--- src/rtl/fetch_pkg.sv ---
// Shared constants and state encoding for the instruction fetch controller.
package fetch_pkg;

    localparam int WORD_W = 32;
    localparam logic [WORD_W-1:0] PC_STEP = 32'd4;

    typedef enum logic [2:0] {
        FS_IDLE   = 3'd0,
        FS_REQ    = 3'd1,
        FS_WAIT   = 3'd2,
        FS_HOLD   = 3'd3,
        FS_HALTED = 3'd4
    } fetch_state_e;

endpackage

--- src/rtl/next_pc_calc.sv ---
// Combinational next-PC selection: sequential, taken branch, or jump (jump wins).
module next_pc_calc
    import fetch_pkg::*;
(
    input  logic [WORD_W-1:0] instr_pc,
    input  logic [WORD_W-1:0] instr,
    input  logic              branch,
    input  logic              zero,
    input  logic              jump,
    output logic [WORD_W-1:0] next_pc
);

    logic [WORD_W-1:0] p4;
    logic [WORD_W-1:0] br_off;
    logic              unused_opcode;

    assign p4            = instr_pc + PC_STEP;
    assign br_off        = {{14{instr[15]}}, instr[15:0], 2'b00};
    assign unused_opcode = ^instr[31:26];

    // Select the successor address; all sums wrap modulo 2^32.
    always_comb begin
        next_pc = p4;
        if (jump) begin
            next_pc = {p4[31:28], instr[25:0], 2'b00};
        end else if (branch && zero) begin
            next_pc = p4 + br_off;
        end else begin
            next_pc = p4;
        end
    end

endmodule

--- src/rtl/fetch_ctrl.sv ---
// Stall-tolerant single-outstanding fetch sequencer for the MIPS core.
// Optional FETCH_PERF_EN adds fetch_count and stall_cycles counters.
module fetch_ctrl
    import fetch_pkg::*;
#(
    parameter logic [31:0] RESET_ADDR = 32'h0000_0000
) (
    input  logic              clk,
    input  logic              reset,
    output logic              imem_req,
    output logic [WORD_W-1:0] imem_addr,
    input  logic              imem_gnt,
    input  logic              imem_rvalid,
    input  logic [WORD_W-1:0] imem_rdata,
    output logic              instr_valid,
    output logic [WORD_W-1:0] instr,
    output logic [WORD_W-1:0] instr_pc,
    input  logic              instr_ready,
    input  logic              branch,
    input  logic              zero,
    input  logic              jump,
    input  logic              halt
`ifdef FETCH_PERF_EN
    ,
    output logic [31:0]       fetch_count,
    output logic [31:0]       stall_cycles
`endif
);

    fetch_state_e      state;
    logic [WORD_W-1:0] pc;
    logic [WORD_W-1:0] next_pc;

    next_pc_calc u_next_pc (
        .instr_pc (instr_pc),
        .instr    (instr),
        .branch   (branch),
        .zero     (zero),
        .jump     (jump),
        .next_pc  (next_pc)
    );

    // Fetch FSM with registered handshake and hold-register outputs.
    always_ff @(posedge clk or posedge reset) begin
        if (reset) begin
            state       <= FS_IDLE;
            pc          <= RESET_ADDR;
            imem_req    <= 1'b0;
            imem_addr   <= RESET_ADDR;
            instr_valid <= 1'b0;
            instr       <= 32'h0000_0000;
            instr_pc    <= 32'h0000_0000;
        end else begin
            case (state)
                FS_IDLE: begin
                    state     <= FS_REQ;
                    imem_req  <= 1'b1;
                    imem_addr <= pc;
                end
                FS_REQ: begin
                    // rvalid in the grant cycle belongs to no request of ours.
                    if (imem_gnt) begin
                        state    <= FS_WAIT;
                        imem_req <= 1'b0;
                    end
                end
                FS_WAIT: begin
                    if (imem_rvalid) begin
                        state       <= FS_HOLD;
                        instr       <= imem_rdata;
                        instr_pc    <= pc;
                        instr_valid <= 1'b1;
                    end
                end
                FS_HOLD: begin
                    // branch/zero/jump/halt are only looked at under accept.
                    if (instr_ready) begin
                        instr_valid <= 1'b0;
                        pc          <= next_pc;
                        if (halt) begin
                            state <= FS_HALTED;
                        end else begin
                            state     <= FS_REQ;
                            imem_req  <= 1'b1;
                            imem_addr <= next_pc;
                        end
                    end
                end
                FS_HALTED: begin
                    imem_req    <= 1'b0;
                    instr_valid <= 1'b0;
                end
                default: begin
                    state       <= FS_IDLE;
                    imem_req    <= 1'b0;
                    instr_valid <= 1'b0;
                end
            endcase
        end
    end

`ifdef FETCH_PERF_EN
    // Accepted-instruction and memory-stall counters, free-running with wrap.
    always_ff @(posedge clk or posedge reset) begin
        if (reset) begin
            fetch_count  <= 32'd0;
            stall_cycles <= 32'd0;
        end else begin
            if (state == FS_HOLD && instr_ready) begin
                fetch_count <= fetch_count + 32'd1;
            end else begin
                fetch_count <= fetch_count;
            end
            if (state == FS_REQ || state == FS_WAIT) begin
                stall_cycles <= stall_cycles + 32'd1;
            end else begin
                stall_cycles <= stall_cycles;
            end
        end
    end
`endif

endmodule

--- config.mk ---
export PLATFORM = sky130hd
export DESIGN_NAME = fetch_ctrl
export DESIGN_NICKNAME = d
export VERILOG_FILES = /design/src/rtl/fetch_pkg.sv /design/src/rtl/next_pc_calc.sv /design/src/rtl/fetch_ctrl.sv
export SDC_FILE = /design/constraint.sdc
export NUM_CORES = 1
export LEC_CHECK = 0
export CORE_ASPECT_RATIO = 1.4
export CORE_MARGIN = 2
export CORE_UTILIZATION = 24
export DETAILED_ROUTE_END_ITERATION = 8
export GPL_TIMING_DRIVEN = 0
export SETUP_SLACK_MARGIN = 0.3
export SYNTH_ARGS = -nofsm -noshare
export SYNTH_HDL_FRONTEND = slang
export SYNTH_SLANG_ARGS = --single-unit
--- constraint.sdc ---
create_clock -name clk -period 6.2 [get_ports clk]
set_input_delay 1.24 -clock clk [delete_from_list [all_inputs] [get_ports clk]]
set_output_delay 1.24 -clock clk [all_outputs]
set_load 0.02 [all_outputs]
== After elaboration in Yosys (flattened, before gate mapping) ==
Index checks and enable logic that the tools add are counted.

* Output and inout port bits: 98
* Memory bits (read-only): 0
* Word-level logic and storage cells: 47
* Flip-flop bits (word level): 133
* Bits in latches: 0
* Memories kept: 0
* RAM bits: 0

* Bitwise gates (word level): 3
* Reduce and logical (&&, ||, !) cells: 10
* Shift operators: 0
* Div/mod/pow operators: 0
* Muxes and demuxes: 17
* $lt $le $gt $ge: 0
* Multiply operators: 0
* Eq/ne operators: 8
* $add $sub $neg: 2

{| class="wikitable"
|+ Operator list
! operator !! number
|-
| two-way mux 32 bit || 4
|-
| case mux 32 bit (2 select lines) || 1
|-
| adder 32 x 3 -> 32 bit (second input constant) || 1
|-
| adder 32 bit || 1
|-
| case mux 3 bit (5 select lines) || 1
|-
| two-way mux 3 bit || 4
|-
| inequality test 2 bit (second input constant) || 4
|-
| AND reduction 4 bit || 2
|-
| equality test 3 x 2 -> 1 bit (second input constant) || 2
|-
| AND reduction 3 bit || 2
|-
| two-way mux 1 bit || 5
|-
| case mux 1 bit (4 select lines) || 1
|-
| AND reduction 2 bit || 2
|-
| equality test 3 x 1 -> 1 bit (second input constant) || 1
|-
| equality test 3 bit (second input constant) || 1
|-
| zero test 3 bit || 1
|-
| inverter 1 bit || 3
|-
| case mux 1 bit (3 select lines) || 1
|-
| nonzero test 2 bit || 1
|-
| OR reduction 2 bit || 1
|-
| logical AND 1 bit || 1
|}

== Logic depth before layout (Yosys ltp) ==
* Depth in word-level cells: 7
* Gate-level depth with buffers: 15

== By module ==
Synthesis repeated with hierarchy kept, for this count alone.

* Cell total of the unflattened synthesis: 771
* Area, all modules: 8388.0 um^2

{| class="wikitable"
|+ By module, submodules not included
! module !! cells each !! seq. area each (um^2) !! area an instance (um^2) !! instances
|-
| fetch_ctrl || 338 || 3328.2 || 5519.0 || 1
|-
| next_pc_calc || 433 || 0.0 || 2869.0 || 1
|}

== Worst setup path after synthesis ==
No wires, ideal clock.

* Path kind: register to register
* Start point: register instr_pc[12]
* End point: register imem_addr[26]
* Period minus slack after synthesis: 3.709 ns
* Data required time: 6.090 ns
* Arrival time: 3.598 ns
* Path slack: 2.491 ns
* Stages on the path, launching flop included: 16
* Cell sequence: dfrtp_1 nand3_1 or3_1 buf_6 nor2_1 nand3_1 xnor2_1 ha_1 a21o_1 a21o_1 a221o_1 a31o_2 a211oi_2 xnor2_1 a21oi_1 o41ai_1

* Word-level cells in the longest chain between the ends: 7

{| class="wikitable"
|+ Ends and longest elaborated chain
! what !! line !! source
|-
| start, declared || fetch_ctrl.sv:17 || <nowiki>output logic [WORD_W-1:0] instr_pc,</nowiki>
|-
| start signal, assigned || fetch_ctrl.sv:71 || <nowiki>instr_pc <= pc;</nowiki>
|-
| adder 32 x 3 -> 32 bit (*) || next_pc_calc.sv:17 || <nowiki>assign p4 = instr_pc + PC_STEP;</nowiki>
|-
| adder 32 bit || next_pc_calc.sv:27 || <nowiki>next_pc = p4 + br_off;</nowiki>
|-
| two-way mux 32 bit (*) || next_pc_calc.sv:26 || <nowiki>end else if (branch && zero) begin</nowiki>
|-
| two-way mux 32 bit (*) || next_pc_calc.sv:24 || <nowiki>if (jump) begin</nowiki>
|-
| two-way mux 32 bit (*) || fetch_ctrl.sv:80 || <nowiki>if (halt) begin</nowiki>
|-
| two-way mux 32 bit (*) || fetch_ctrl.sv:77 || <nowiki>if (instr_ready) begin</nowiki>
|-
| case mux 32 bit (2 select lines) (*) || fetch_ctrl.sv:54 || <nowiki>case (state)</nowiki>
|-
| end signal, assigned || fetch_ctrl.sv:58 || <nowiki>imem_addr <= pc;</nowiki>
|-
| end signal, assigned || fetch_ctrl.sv:85 || <nowiki>imem_addr <= next_pc;</nowiki>
|-
| end, declared || fetch_ctrl.sv:11 || <nowiki>output logic [WORD_W-1:0] imem_addr,</nowiki>
|}

Mark *: on every way between the ends. The rest lies on a longest branch, timed or not. The select of a mux whose other input is x is not followed.
A chain may end at the register's enable or synchronous reset.

== Worst setup path in the final report ==
* Start point: register instr_pc[4]
* End point: register imem_addr[26]

Same word-level chain as after synthesis.

==> impl_metrics.csv <==
group,metric,value,unit
run,maxCapViolations,0,
yosys,synth.lib_cells_used.distinct,70,
power,p_clk_frac,0.165,
sta,skew,15.53,ps
clock_network,cts.sinks,133,
clock_network,clock_latency,440,ps
yosys,synth_async_sr_flop_share,1.000,
setup_path,worstPathMaxFanout,7,
place,place.gp.congestion,0.8858,
sta,fmax,0.2216,GHz
setup_path,critPathKind,"reg -> reg",
outcome,status,"finished, final reports clean",
yosys,yosys_warnings,0,
routing,first_pass_iters,5,
global_routing,grt_remaining_overflow,0,
clock_network,clock_path_buffers,2,
power,intPower,0.003368,W
floorplan,rows,79,
routing,vias,7275,
clock_network,cts_tree,"yes",
min_path,min_to,"imem_addr[1]",
sta,setup_viol,0,
setup_path,critPathMaxStageDelay,490,ps
routing,avgRoutedWirePerCell,19.38,um
final_layout,fin_area,10570,um2
place,port_buffers,138,
setup_path,cp_cell_sequence,"and4_1, buf_2, nand4_2, nor2_1, nand3_1, xnor2_1, ha_1, a21o_1, a21o_1, a221o_1, a31o_2, a211oi_2, xnor2_1, a21oi_1, o41ai_1",
yosys,syn_inst,858,
clock_network,cts_setup_buffers,0,
yosys,syn-num-nets,937,
final_layout,layout-drive-gt1-share,0.1078,
global_routing,antenna_found_initial,0,
sta,fin_crit,4513,ps
global_routing,grt_first_pass_wirelength,42700,um
floorplan,core_area,33010,um2
sta,worst_pin_slew,1054,ps
place,dpl-instance-area,9980,um2
sta,fin_crit_sh,0.7278,
global_routing,track_usage,0.1672,
final_layout,insertedDiodeCount,0,
routing,routed_wl,28590,um
power,pwr-share-seq,0.277,
min_path,hp-start,"imem_addr[1]",
floorplan,die_w,158.2,um
power,peakVddDrop,182.3,uV
yosys,yosysSeqAreaShare,0.4164,
yosys,synthFlopType,"dfrtp_1",
routing,ant_nets,0,
clock_network,ctsHoldBuffers,0,
global_routing,grt_pass1_vias,7190,
sta,relSlewSlack,0.2974,
sta,grt_setup_unrepaired,"no",
clock_network,clkTransAtPathRegs,70,ps
yosys,ys_ff_latch,133,
clock_network,cts-root-buf,"clkbuf_16",
power,p_sw_frac,0.4629,
power,total_power,0.006270,W
power,cellPowerDensity,593.2,nW/um2
final_layout,nets,1096,
floorplan,die_y,219.9,um
sta,final-hold-violation-count,0,
setup_path,cp-start-kind,"flip-flop",
yosys,netlist_area,7993,um2
sta,slew_viol_final,0,
power,p_switching,0.002902,W
setup_path,endpoint_kind,"flip-flop",
setup_path,cp.arrival,4830,ps
routing,post_drt_via_cell_ratio,4.932,
clock_network,cts_buffers,17,
final_layout,area_delta_synth_final,32.25,%
setup_path,r2r_slack,1690,ps
floorplan,ios,139,
setup_path,reg2reg_from,"instr_pc[4]",
floorplan,design.die.area,34800,um2
global_routing,grt_max_degree,74,
setup_path,ff2ff_path_depth,15,
place,hpwlAfterDp,21830,um
min_path,min_path_cells,2,
power,p_comb_frac,0.558,
yosys,synth-edff-count,0,
min_path,hp-class,"reg -> reg",
yosys,syn_area_per_cell,9.315,um2
clock_network,cts_resized,0,
floorplan,start_util,0.2421,
power,leakagePower,4.472,nW
setup_path,slowest_stage,"dfrtp_1",
clock_network,htree_num_levels,4,
routing,drt_iter0_drc,523,
routing,drc_errors,0,
setup_path,required,6520,ps
setup_path,r2r_end,"imem_addr[26]",
==> routing by layer <==
layer  GRT usage  wire length, um  vias to the layer above
li1            -                -                     3406
met1      0.2067            11760                     3562
met2      0.2820            14250                      259
met3     0.03481             1547                       48
met4     0.06847             1032                        0
met5           0                0                        -
==> critical path, delay by kind of cell (launching register included) <==
kind	cells	cell delay, ps
fa+ha+maj	1	340
buf+inv	1	170
xor+xnor	2	530
compound gates	7	1840
simple gates	4	1000
flops	1	490
==> metrics by stage <==
| stage | TNS, ps | setup WS, ps | hold WS [ps] | util | std cells |
|---|---|---|---|---|---|
| detailed placement | 0 | 1698 | 474.2 | 0.3023 | 1443 |
| global placement | -92370 | -712.4 | 469.2 | 0.3008 | 1441 |
| CTS | 0 | 1656 | 488.5 | 0.3202 | 1475 |
| finish | 0 | 1688 | 484.8 | 0.3202 | 1475 |
| global route | 0 | 1403 | 517.0 | 0.3202 | 1475 |
| floorplan | 0 | 1406 | 456.8 | - | 858 |
==> layout by cell type (no fill, tap or decap), types with 3 or more instances in the layout <==
cell	instances
o31ai_1	10
clkbuf_1	43
inv_1	19
a21o_1	21
a22o_1	3
dfrtp_1	133
a31oi_1	10
or2_2	3
nor4_1	5
nor3_1	9
clkdlybuf4s50_1	138
clkbuf_16	17
nand4_1	9
nand2_1	112
o21a_1	7
a211oi_1	5
inv_6	4
a21oi_1	66
nor2_1	57
and4_1	4
xor2_1	17
o211ai_1	10
nand3_1	22
xnor2_1	30
and3_1	18
ha_1	37
o21ai_0	63
o21ai_1	4
or3_1	8
clkinvlp_4	3
nand2b_1	5
o21bai_1	3
o22ai_1	7
nand3b_1	6
mux2_2	59
==> synthesized netlist by cell type (3+ instances only) <==
library cell / number / area share
a211oi_1: 5 / 0.0047
a21o_1: 21 / 0.020
a21oi_1: 66 / 0.041
a22o_1: 3 / 0.0033
a31oi_1: 10 / 0.0078
and3_1: 18 / 0.014
and4_1: 4 / 0.0044
clkbuf_1: 42 / 0.020
dfrtp_1: 133 / 0.42
ha_1: 37 / 0.058
inv_1: 20 / 0.0094
mux2_2: 59 / 0.083
nand2_1: 112 / 0.053
nand2b_1: 5 / 0.0039
nand3_1: 22 / 0.014
nand3b_1: 6 / 0.0056
nand4_1: 9 / 0.0070
nor2_1: 57 / 0.027
nor3_1: 10 / 0.0063
nor4_1: 5 / 0.0039
o211ai_1: 10 / 0.0094
o21a_1: 7 / 0.0066
o21ai_0: 63 / 0.039
o21ai_1: 4 / 0.0025
o21bai_1: 3 / 0.0028
o22ai_1: 7 / 0.0055
o31ai_1: 10 / 0.0094
or2_2: 3 / 0.0023
or3_1: 8 / 0.0063
xnor2_1: 30 / 0.033
xor2_1: 17 / 0.019
==> worst max-delay path by stage <==
stage	startpoint	endpoint	slack (ps)	cells past startpoint
6_report	instr_pc[4]	imem_addr[26]	1690	15
5_1_grt	instr_pc[4]	imem_addr[30]	1400	15
3_3_place_gp	reset	instr[19]	-710	2
4_1_cts	instr_pc[4]	imem_addr[30]	1660	15
2_1_floorplan	reset	imem_addr[0]	1410	1
3_5_place_dp	instr_pc[4]	imem_addr[26]	1700	15
==> layout make-up <==
type / count / area (um2)
plain buffers: 44 / 173.9
flip-flops and latches: 133 / 3328
well taps: 445 / 556.8
clock inverters: 13 / 147.6
inverters: 21 / 83.83
multi-input cells: 660 / 4417
clock buffers: 19 / 442.9
fillers: 3535 / 22440
repair buffers: 140 / 1420
==> flip-flops by register name, indices dropped and copies added (netlist names) <==
signal       count
imem_req         1
instr_valid      1
pc              32
state            3
imem_addr       32
instr           32
instr_pc        32
==> logic make-up after synthesis <==
family,synth area share
XOR/XNOR,0.05150
multiplexers,0.08563
AND/OR/NAND/NOR,0.1669
AO/OA/AOI/OAI,0.1875
buffers and inverters,0.03162
flip-flops,0.4164
adder cells (fa/ha/maj),0.06043
==> power by group through the flow <==
| stage | registers [W] | logic [W] | clock network [W] |
|---|---|---|---|
| global placement | 0.00176 | 0.00344 | 0 |
| floorplan | 0.00189 | 0.00194 | 0 |
| detailed placement | 0.00176 | 0.00349 | 0 |
| CTS | 0.00175 | 0.00351 | 0.00106 |
| global route | 0.00179 | 0.00382 | 0.00110 |
| finish | 0.00174 | 0.00350 | 0.00103 |
No activity file was read; power rests on OpenSTA's default activity.
